[src/rtl/load_store_unit.sv]
// Load/store unit: accepts one memory instruction, performs a single bus word
// access with byte lanes, and returns sign/zero-extended load data.
module load_store_unit #(
  parameter int DATA_WIDTH = 32,
  parameter int ADDR_WIDTH = 32,
  parameter int TIMEOUT    = 15
) (
  input  logic                  i_clock,
  input  logic                  i_reset,
  input  logic                  i_valid,
  input  logic                  i_memRead,
  input  logic                  i_memWrite,
  input  logic [2:0]            i_memFunct,
  input  logic [DATA_WIDTH-1:0] i_result,
  input  logic [DATA_WIDTH-1:0] i_dataB,
  output logic                  o_busReq,
  output logic                  o_busWrite,
  output logic [ADDR_WIDTH-1:0] o_busAddr,
  output logic [3:0]            o_busByteEnable,
  output logic [DATA_WIDTH-1:0] o_busWrData,
  input  logic                  i_busAck,
  input  logic [DATA_WIDTH-1:0] i_busRdData,
  output logic                  o_stall,
  output logic                  o_done,
  output logic [DATA_WIDTH-1:0] o_readData,
  output logic                  o_misaligned,
  output logic                  o_accessFault
);

  localparam int CNT_W = $clog2(TIMEOUT + 1);

  typedef enum logic [1:0] {
    S_IDLE,
    S_ACCESS,
    S_DONE
  } state_t;

  state_t r_state;
  state_t w_state_next;

  logic [ADDR_WIDTH-1:0] r_addr;
  logic [DATA_WIDTH-1:0] r_wdata;
  logic [2:0]            r_funct3;
  logic                  r_write;
  logic                  r_misaligned;
  logic                  r_fault;
  logic [CNT_W-1:0]      r_wait_cnt;
  logic [DATA_WIDTH-1:0] r_read_data;

  logic                  w_accept;
  logic                  w_legal_f3;
  logic                  w_req_fault;
  logic                  w_req_misaligned;
  logic                  w_req_ok;
  logic [ADDR_WIDTH-1:0] w_req_addr;
  logic [CNT_W-1:0]      w_cnt_next;
  logic                  w_timeout;
  logic [7:0]            w_byte;
  logic [15:0]           w_half;
  logic [DATA_WIDTH-1:0] w_load_data;

  // Request classification happens on the raw inputs so the accept edge can
  // choose between ACCESS and DONE directly.
  assign w_accept   = (r_state == S_IDLE) && i_valid && (i_memRead || i_memWrite);
  assign w_req_addr = ADDR_WIDTH'(i_result);
  assign w_legal_f3 = (i_memFunct[1:0] != 2'b11) &&
                      !(i_memFunct[2] && (i_memFunct[1] || i_memWrite));
  assign w_req_fault      = (i_memRead && i_memWrite) || !w_legal_f3;
  assign w_req_misaligned = !w_req_fault &&
                            (((i_memFunct[1:0] == 2'b01) && w_req_addr[0]) ||
                             ((i_memFunct[1:0] == 2'b10) && (w_req_addr[1:0] != 2'b00)));
  assign w_req_ok         = !w_req_fault && !w_req_misaligned;

  assign w_cnt_next = r_wait_cnt + 1'b1;
  assign w_timeout  = (w_cnt_next == CNT_W'(TIMEOUT));

  assign w_byte = i_busRdData[{r_addr[1:0], 3'b000} +: 8];
  assign w_half = i_busRdData[{r_addr[1], 4'b0000} +: 16];

  always_comb begin
    w_load_data = i_busRdData;
    case (r_funct3)
      3'b000:  w_load_data = {{(DATA_WIDTH-8){w_byte[7]}}, w_byte};
      3'b001:  w_load_data = {{(DATA_WIDTH-16){w_half[15]}}, w_half};
      3'b100:  w_load_data = {{(DATA_WIDTH-8){1'b0}}, w_byte};
      3'b101:  w_load_data = {{(DATA_WIDTH-16){1'b0}}, w_half};
      default: w_load_data = i_busRdData;
    endcase
  end

  // NOTE: every state register uses <= so all flops update from pre-edge values.
  always_ff @(posedge i_clock) begin
    if (!i_reset) r_state <= S_IDLE;
    else          r_state <= w_state_next;
  end

  // NOTE: every output and next-state value gets a default first, so no path
  // through the case can leave a latch behind.
  always_comb begin
    w_state_next    = r_state;
    o_busReq        = 1'b0;
    o_busWrite      = 1'b0;
    o_busAddr       = '0;
    o_busByteEnable = 4'b0000;
    o_busWrData     = '0;
    o_done          = 1'b0;
    o_misaligned    = 1'b0;
    o_accessFault   = 1'b0;
    o_stall         = w_accept;
    case (r_state)
      S_IDLE: begin
        if (w_accept) w_state_next = w_req_ok ? S_ACCESS : S_DONE;
      end
      S_ACCESS: begin
        o_stall    = 1'b1;
        o_busReq   = 1'b1;
        o_busWrite = r_write;
        o_busAddr  = {r_addr[ADDR_WIDTH-1:2], 2'b00};
        case (r_funct3[1:0])
          2'b00: begin
            o_busByteEnable = 4'b0001 << r_addr[1:0];
            o_busWrData     = {(DATA_WIDTH/8){r_wdata[7:0]}};
          end
          2'b01: begin
            o_busByteEnable = 4'b0011 << {r_addr[1], 1'b0};
            o_busWrData     = {(DATA_WIDTH/16){r_wdata[15:0]}};
          end
          default: begin
            o_busByteEnable = 4'b1111;
            o_busWrData     = r_wdata;
          end
        endcase
        if (i_busAck || w_timeout) w_state_next = S_DONE;
      end
      S_DONE: begin
        o_done        = 1'b1;
        o_misaligned  = r_misaligned;
        o_accessFault = r_fault;
        w_state_next  = S_IDLE;
      end
      default: w_state_next = S_IDLE;
    endcase
  end

  // Ack wins over the timeout when both land on the final wait cycle.
  always_ff @(posedge i_clock) begin
    if (!i_reset) begin
      r_addr       <= '0;
      r_wdata      <= '0;
      r_funct3     <= 3'b000;
      r_write      <= 1'b0;
      r_misaligned <= 1'b0;
      r_fault      <= 1'b0;
      r_wait_cnt   <= '0;
      r_read_data  <= '0;
    end else if (w_accept) begin
      r_addr       <= w_req_addr;
      r_wdata      <= i_dataB;
      r_funct3     <= i_memFunct;
      r_write      <= i_memWrite;
      r_misaligned <= w_req_misaligned;
      r_fault      <= w_req_fault;
      r_wait_cnt   <= '0;
    end else if (r_state == S_ACCESS) begin
      if (i_busAck) begin
        if (!r_write) r_read_data <= w_load_data;
      end else if (w_timeout) begin
        r_fault <= 1'b1;
      end else begin
        r_wait_cnt <= w_cnt_next;
      end
    end
  end

  assign o_readData = r_read_data;

endmodule

[config.mk]
export PLATFORM = sky130hd
export DESIGN_NAME = load_store_unit
export DESIGN_NICKNAME = d
export VERILOG_FILES = /design/src/rtl/load_store_unit.sv
export SDC_FILE = /design/constraint.sdc
export NUM_CORES = 1
export LEC_CHECK = 0
export ABC_AREA = 1
export CORE_MARGIN = 4
export CORE_UTILIZATION = 30
export CTS_BUF_LIST = sky130_fd_sc_hd__clkbuf_4 sky130_fd_sc_hd__clkbuf_8
export CTS_CLUSTER_SIZE = 25
export DETAILED_ROUTE_END_ITERATION = 12
export SYNTH_ARGS = -nofsm -noshare
export SYNTH_HDL_FRONTEND = slang
export SYNTH_SLANG_ARGS = --single-unit
[constraint.sdc]
create_clock -name i_clock -period 1.4 [get_ports i_clock]
set_input_delay 0.14 -clock i_clock [delete_from_list [all_inputs] [get_ports i_clock]]
set_output_delay 0.14 -clock i_clock [all_outputs]
set_load 0.01 [all_outputs]
* Yosys cells after proc, flatten, opt, wreduce, memory -nomap -nowiden
Index checks and enable logic that the tools add are counted.
** Storage, ports and cells
- Register bits :: 108
- Bits in latches :: 0
- Bits in writable memories :: 0
- Bits in read-only memories :: 0
- Input port bits :: 105
- Output and inout bits :: 106
- Word-level logic and storage cells :: 81
- Memories kept :: 0
** Cells by class
- $add $sub $neg :: 1
- Multipliers :: 0
- Div/mod/pow operators :: 0
- Order comparisons :: 0
- Equal/unequal tests :: 13
- Shifts and indexed selects :: 4
- Multiplexer cells :: 20
- Bitwise operators :: 5
- Reductions and logical operators :: 29
** Operator list (count)
- $pmux 32 s4 :: 1
- $mux 32 :: 2
- $pmux 32 s2 :: 1
- $shiftx 32x6->16 :: 1
- $shiftx 32x6->8 :: 1
- $mux 1 :: 10
- $logic_and 1x1->1 :: 9
- $pmux 4 s2 :: 1
- $eq 2x1->1 const B :: 3
- $eq 3x3->1 const B :: 2
- $mux 2 :: 3
- $ne 2x2->1 const B :: 3
- $reduce_and 3->1 :: 2
- $reduce_bool 2->1 :: 3
- $logic_or 1x1->1 :: 5
- $not 1->1 :: 5
- $add 4x1->4 const B :: 1
- $eq 2x2->1 const B :: 2
- $eq 4x4->1 const B :: 1
- $logic_not 1->1 :: 4
- $logic_not 2->1 :: 2
- $mux 4 :: 1
- $pmux 2 s2 :: 1
- $reduce_and 4->1 :: 1
- other kinds (7) :: 7

* Depth between registers and ports, before layout
- Depth after elaboration :: 13
- Mapped depth :: 9
- Mapped depth without buffers :: 9

* Least setup slack after synthesis
No wires, ideal clock.
- Path kind :: flip-flop to output port
- From :: reg r_funct3[1]
- To :: out o_busWrData[15]
- Data arrival time :: 1184 ps
- Data required time :: 1260 ps
- Slack :: 76 ps
- Stages on the path, launching flop included :: 6
- Buffers on the path :: 1
- Cells stage by stage :: dfxtp_1 -> inv_2 -> buf_2 -> nand2_1 -> o22ai_1 -> a211oi_1
** On the way
- Word-level cells in the longest chain between the ends :: 3
** RTL lines
- start, declared :: RTL line 43 : logic [2:0] r_funct3;
- start signal, assigned :: RTL line 159 : r_funct3 <= i_memFunct;
- $eq 2x1->1 or $logic_not 2->1 (tied branches) :: RTL line 119 : case (r_funct3[1:0])
- $pmux 32 s2 * :: RTL line 119
- $mux 32 * :: RTL line 110 : case (r_state)
- end, declared :: RTL line 20 : output logic [DATA_WIDTH-1:0] o_busWrData,
Mark *: on every way between the ends. The rest lies on a longest branch, timed or not.

* Worst setup path in the final report
- From :: reg r_state[0]
- To :: out o_busWrData[11]
** On the way
- Word-level cells in the longest chain between the ends :: 2
** RTL lines
- start, declared :: RTL line 38 : state_t r_state;
- start signal, assigned :: RTL line 94 : else r_state <= w_state_next;
- $eq 2x1->1 :: RTL line 110
- $mux 32 :: RTL line 110
Every way passes these cells.

==> impl_metrics.sql <==
INSERT INTO impl_metrics (metric_group, metric, value, unit) VALUES
('timing', 'timing.final.ws_setup', '-486', 'ps'),
('synth', 'yosys.area.top_type', 'sky130_fd_sc_hd__dfxtp_1', ''),
('final_layout', 'area_of_all_sequential_standard_cells', '0.00218', 'mm^2'),
('floorplanning', 'io_pins', '211', ''),
('final_layout', 'post_route_cells_drive_above_1_share', '35.0', '%'),
('timing', 'achievable-frequency', '530', 'MHz'),
('drt', 'routed-via-count', '6458', ''),
('timing', 'worst_hold_slack', '131', 'ps'),
('placement', 'place.gp.congestion', '0.833', ''),
('clock_network', 'clockBufferDepth', '2', ''),
('power', 'sequentialPowerShare', '42.0', '%'),
('power', 'power.internal', '5.45', 'mW'),
('power', 'switching_share', '32.4', '%'),
('floorplanning', 'die_w', '143', 'um'),
('floorplanning', 'fp-row-count', '49', ''),
('synth', 'synth-edff-count', '0', ''),
('synth', 'synth-async-reset-ratio', '0', '%'),
('drt', 'routed_wirelength', '21100', 'um'),
('floorplanning', 'floorplan.initialDensity', '30.5', '%'),
('worst_setup_path', 'slowest_delay', '370', 'ps'),
('placement', 'placed_cells', '1265', ''),
('clock_network', 'ctsHoldBuffers', '0', ''),
('clock_network', 'htree_num_levels', '3', ''),
('hold_path', 'timing.hold.worst_path_depth', '3', ''),
('floorplanning', 'die_height', '143', 'um'),
('worst_setup_path', 'worst_setup_path_start_kind', 'flip-flop', ''),
('run', 'max-cap-violations', '0', ''),
('power', 'design_power_total', '8.06', 'mW'),
('hold_path', 'hold_path.class', 'in -> reg', ''),
('synth', 'yosysMostFrequentCell', 'sky130_fd_sc_hd__nand2_1', ''),
('synth', 'netlist_instances', '824', ''),
('power', 'pwr-share-clk', '26.1', '%'),
('timing', 'hold_violations', '0', ''),
('synth', 'ys_top_cells_by_count', '148 x sky130_fd_sc_hd__nand2_1, 110 x sky130_fd_sc_hd__a21oi_1, 108 x sky130_fd_sc_hd__dfxtp_1, 108 x sky130_fd_sc_hd__inv_1, 105 x sky130_fd_sc_hd__o21ai_0', ''),
('worst_setup_path', 'list_of_cells_traversed_by_the_critical_path', 'inv_4 > nor2_8 > buf_6 > buf_6 > buf_6 > buf_6 > buf_6 > o21ai_4 > a21oi_2 > buf_2', ''),
('drt', 'avgViaCountPerCell', '4.79', ''),
('timing', 'rsz0062_at_grt', 'true', ''),
('clock_network', 'cts_inserted_buffers', '9', ''),
('synth', 'synth-seq-cells', '108', ''),
('timing', 'setup_viol_count_final', '114', ''),
('final_layout', 'final_cell_count_no_fill', '1349', ''),
('floorplanning', 'design.die.area', '0.0205', 'mm^2'),
('worst_setup_path', 'critical-path-top-cell-by-count', 'sky130_fd_sc_hd__buf_6', ''),
('grt', 'grt_antenna_before_repair', '1', ''),
('drt', 'route.detailed.drc', '0', ''),
('timing', 'final.period_utilization', '135', '%'),
('grt', 'via_count_of_the_first_global_routing_pass', '5756', ''),
('synth', 'netlist_area', '0.00547', 'mm^2'),
('worst_setup_path', 'timing_worst_setup_path_type', 'reg -> out', ''),
('drt', 'iter_0_drt_violations', '257', ''),
('worst_setup_path', 'crit_slowest_cell', 'sky130_fd_sc_hd__dfxtp_2', ''),
('worst_setup_path', 'worst-path-stages', '10', ''),
('worst_setup_path', 'cpLargestDelayFamily', 'buffers and inverters', ''),
('synth', 'yosysUniqueCellTypes', '34', ''),
('power', 'p_leak', '4.41', 'nW'),
('outcome', 'outcome', 'complete, but fails checks', ''),
('outcome', 'failed_checks', 'setup timing', ''),
('final_layout', 'multi_input_comb_area', '0.00331', 'mm^2'),
('final_layout', 'total_of_fill_cells_in_the_finished_design', '1710', ''),
('power', 'power_per_cell_area', '810', 'mW/mm^2'),
('clock_network', 'clk_pin_slew_worst_paths', '100', 'ps'),
('worst_setup_path', 'worst-path-buf-inv', '7', ''),
('grt', 'gr-total-overflow', '0', ''),
('synth', 'synth_seq_area_share', '39.5', '%'),
('synth', 'yosys_warnings', '0', ''),
('worst_setup_path', 'worst-r2r-cell-count', '9', ''),
('timing', 'timing.clock.skew', '11.7', 'ps'),
('grt', 'grt_max_degree', '78', ''),
('worst_setup_path', 'timing.critical_path.arrival', '1750', 'ps'),
('drt', 'drt.antenna.violating_nets', '0', ''),
('drt', 'drt_pre_antenna_iters', '4', '');
==> timing repair <==
| action | 4_1_cts | 5_1_grt |
|---|---|---|
| gates cloned | 4 | 17 |
| pin swaps | 9 | 36 |
| endpoints found under the setup margin | 172 | 178 |
| gates resized for setup | 262 | 413 |
| buffers inserted | 21 | 31 |
==> routing by layer <==
metal	vias up	GRT usage, %	share of wire, %	routed length [um]
li1	3234	-	-	-
met1	3002	22.9	42	8920
met2	198	29.5	48	10100
met3	24	5.93	8.4	1770
met4	0	4.45	1.6	334
met5	-	0	0	0
==> tightest hold or removal path: stages <==
cell and delay (ps):
sky130_fd_sc_hd__buf_2 120, sky130_fd_sc_hd__inv_1 190, sky130_fd_sc_hd__a21oi_2 40
==> cells in the final DEF (no fill, tap or decap), drive strengths merged <==
| cell | instances |
|---|---|
| o211ai | 2 |
| a21oi | 120 |
| buf | 181 |
| a31oi | 1 |
| clkdlybuf4s50 | 103 |
| inv | 113 |
| a211oi | 2 |
| dlygate4sd2 | 32 |
| clkinvlp | 3 |
| diode | 1 |
| o21ai | 118 |
| nand4 | 3 |
| dfxtp | 108 |
| clkinv | 2 |
| bufinv | 1 |
| ha | 2 |
| conb | 2 |
| nand3 | 27 |
| or2 | 3 |
| nor2 | 102 |
| nor3 | 2 |
| bufbuf | 3 |
| o22ai | 9 |
| clkbuf | 24 |
| nand2 | 152 |
| o21bai | 3 |
| nand3b | 1 |
==> flip-flops by register name, indices dropped and copies added, names as in the netlist <==
| signal | count |
|---|---|
| r_wdata | 32 |
| r_addr | 32 |
| r_write | 1 |
| r_funct3 | 3 |
| r_state | 2 |
| r_fault | 1 |
| r_wait_cnt | 4 |
| o_readData | 32 |
| r_misaligned | 1 |
==> final cells by class <==
type	instances	area share (%)
Inverter	113	4.59
Timing Repair Buffer	333	35.2
Antenna cell	1	0.0252
Tap cell	229	2.88
Multi-Input combinational cell	549	33.3
Clock inverter	6	0.717
Sequential cell	108	21.9
Clock buffer	10	1.38
==> path summary, 6_finish.rpt <==
| check | startpoint | end | slack, ps |
|---|---|---|---|
| min | i_reset | r_state[0]$_SDFFE_PN0P_ | 130 |
| max reg2reg | r_state[0]$_SDFFE_PN0P_ | r_fault$_SDFFE_PN0P_ | -140 |
| min reg2reg | r_addr[13]$_SDFFE_PN0P_ | r_addr[13]$_SDFFE_PN0P_ | 460 |
| max | r_state[0]$_SDFFE_PN0P_ | o_busWrData[11] | -490 |
==> power groups by stage <==
stage          clock network [mW]  registers [mW]  logic (mW)
5_1_grt                      2.27            3.40        2.78
3_3_place_gp                    0            3.43        1.70
6_report                     2.10            3.38        2.57
4_1_cts                      2.16            3.38        1.94
3_5_place_dp                    0            3.43        1.70
2_1_floorplan                   0            3.41       0.880
==> kinds of logic after synthesis <==
kind of cell             share of synthesized area [%]
AND/OR/NAND/NOR                                   22.3
AO/OA/AOI/OAI                                     24.6
buffers and inverters                             13.1
flip-flops                                        39.5
adder cells (fa/ha/maj)                          0.457
other                                           0.0685
==> metrics by stage <==
| stage | cell area (um^2) | utilization [%] | setup WS, ps |
|---|---|---|---|
| 6_report | 9940 | 55.3 | -486 |
| 5_1_grt | 9940 | 55.3 | -588 |
| 4_1_cts | 8700 | 48.5 | -692 |
| 3_5_place_dp | 8100 | 45.1 | -364 |
| 3_3_place_gp | 8100 | 45.1 | -346 |
| 2_1_floorplan | 5480 | - | 75.6 |
(Power assumes the default switching activity.)
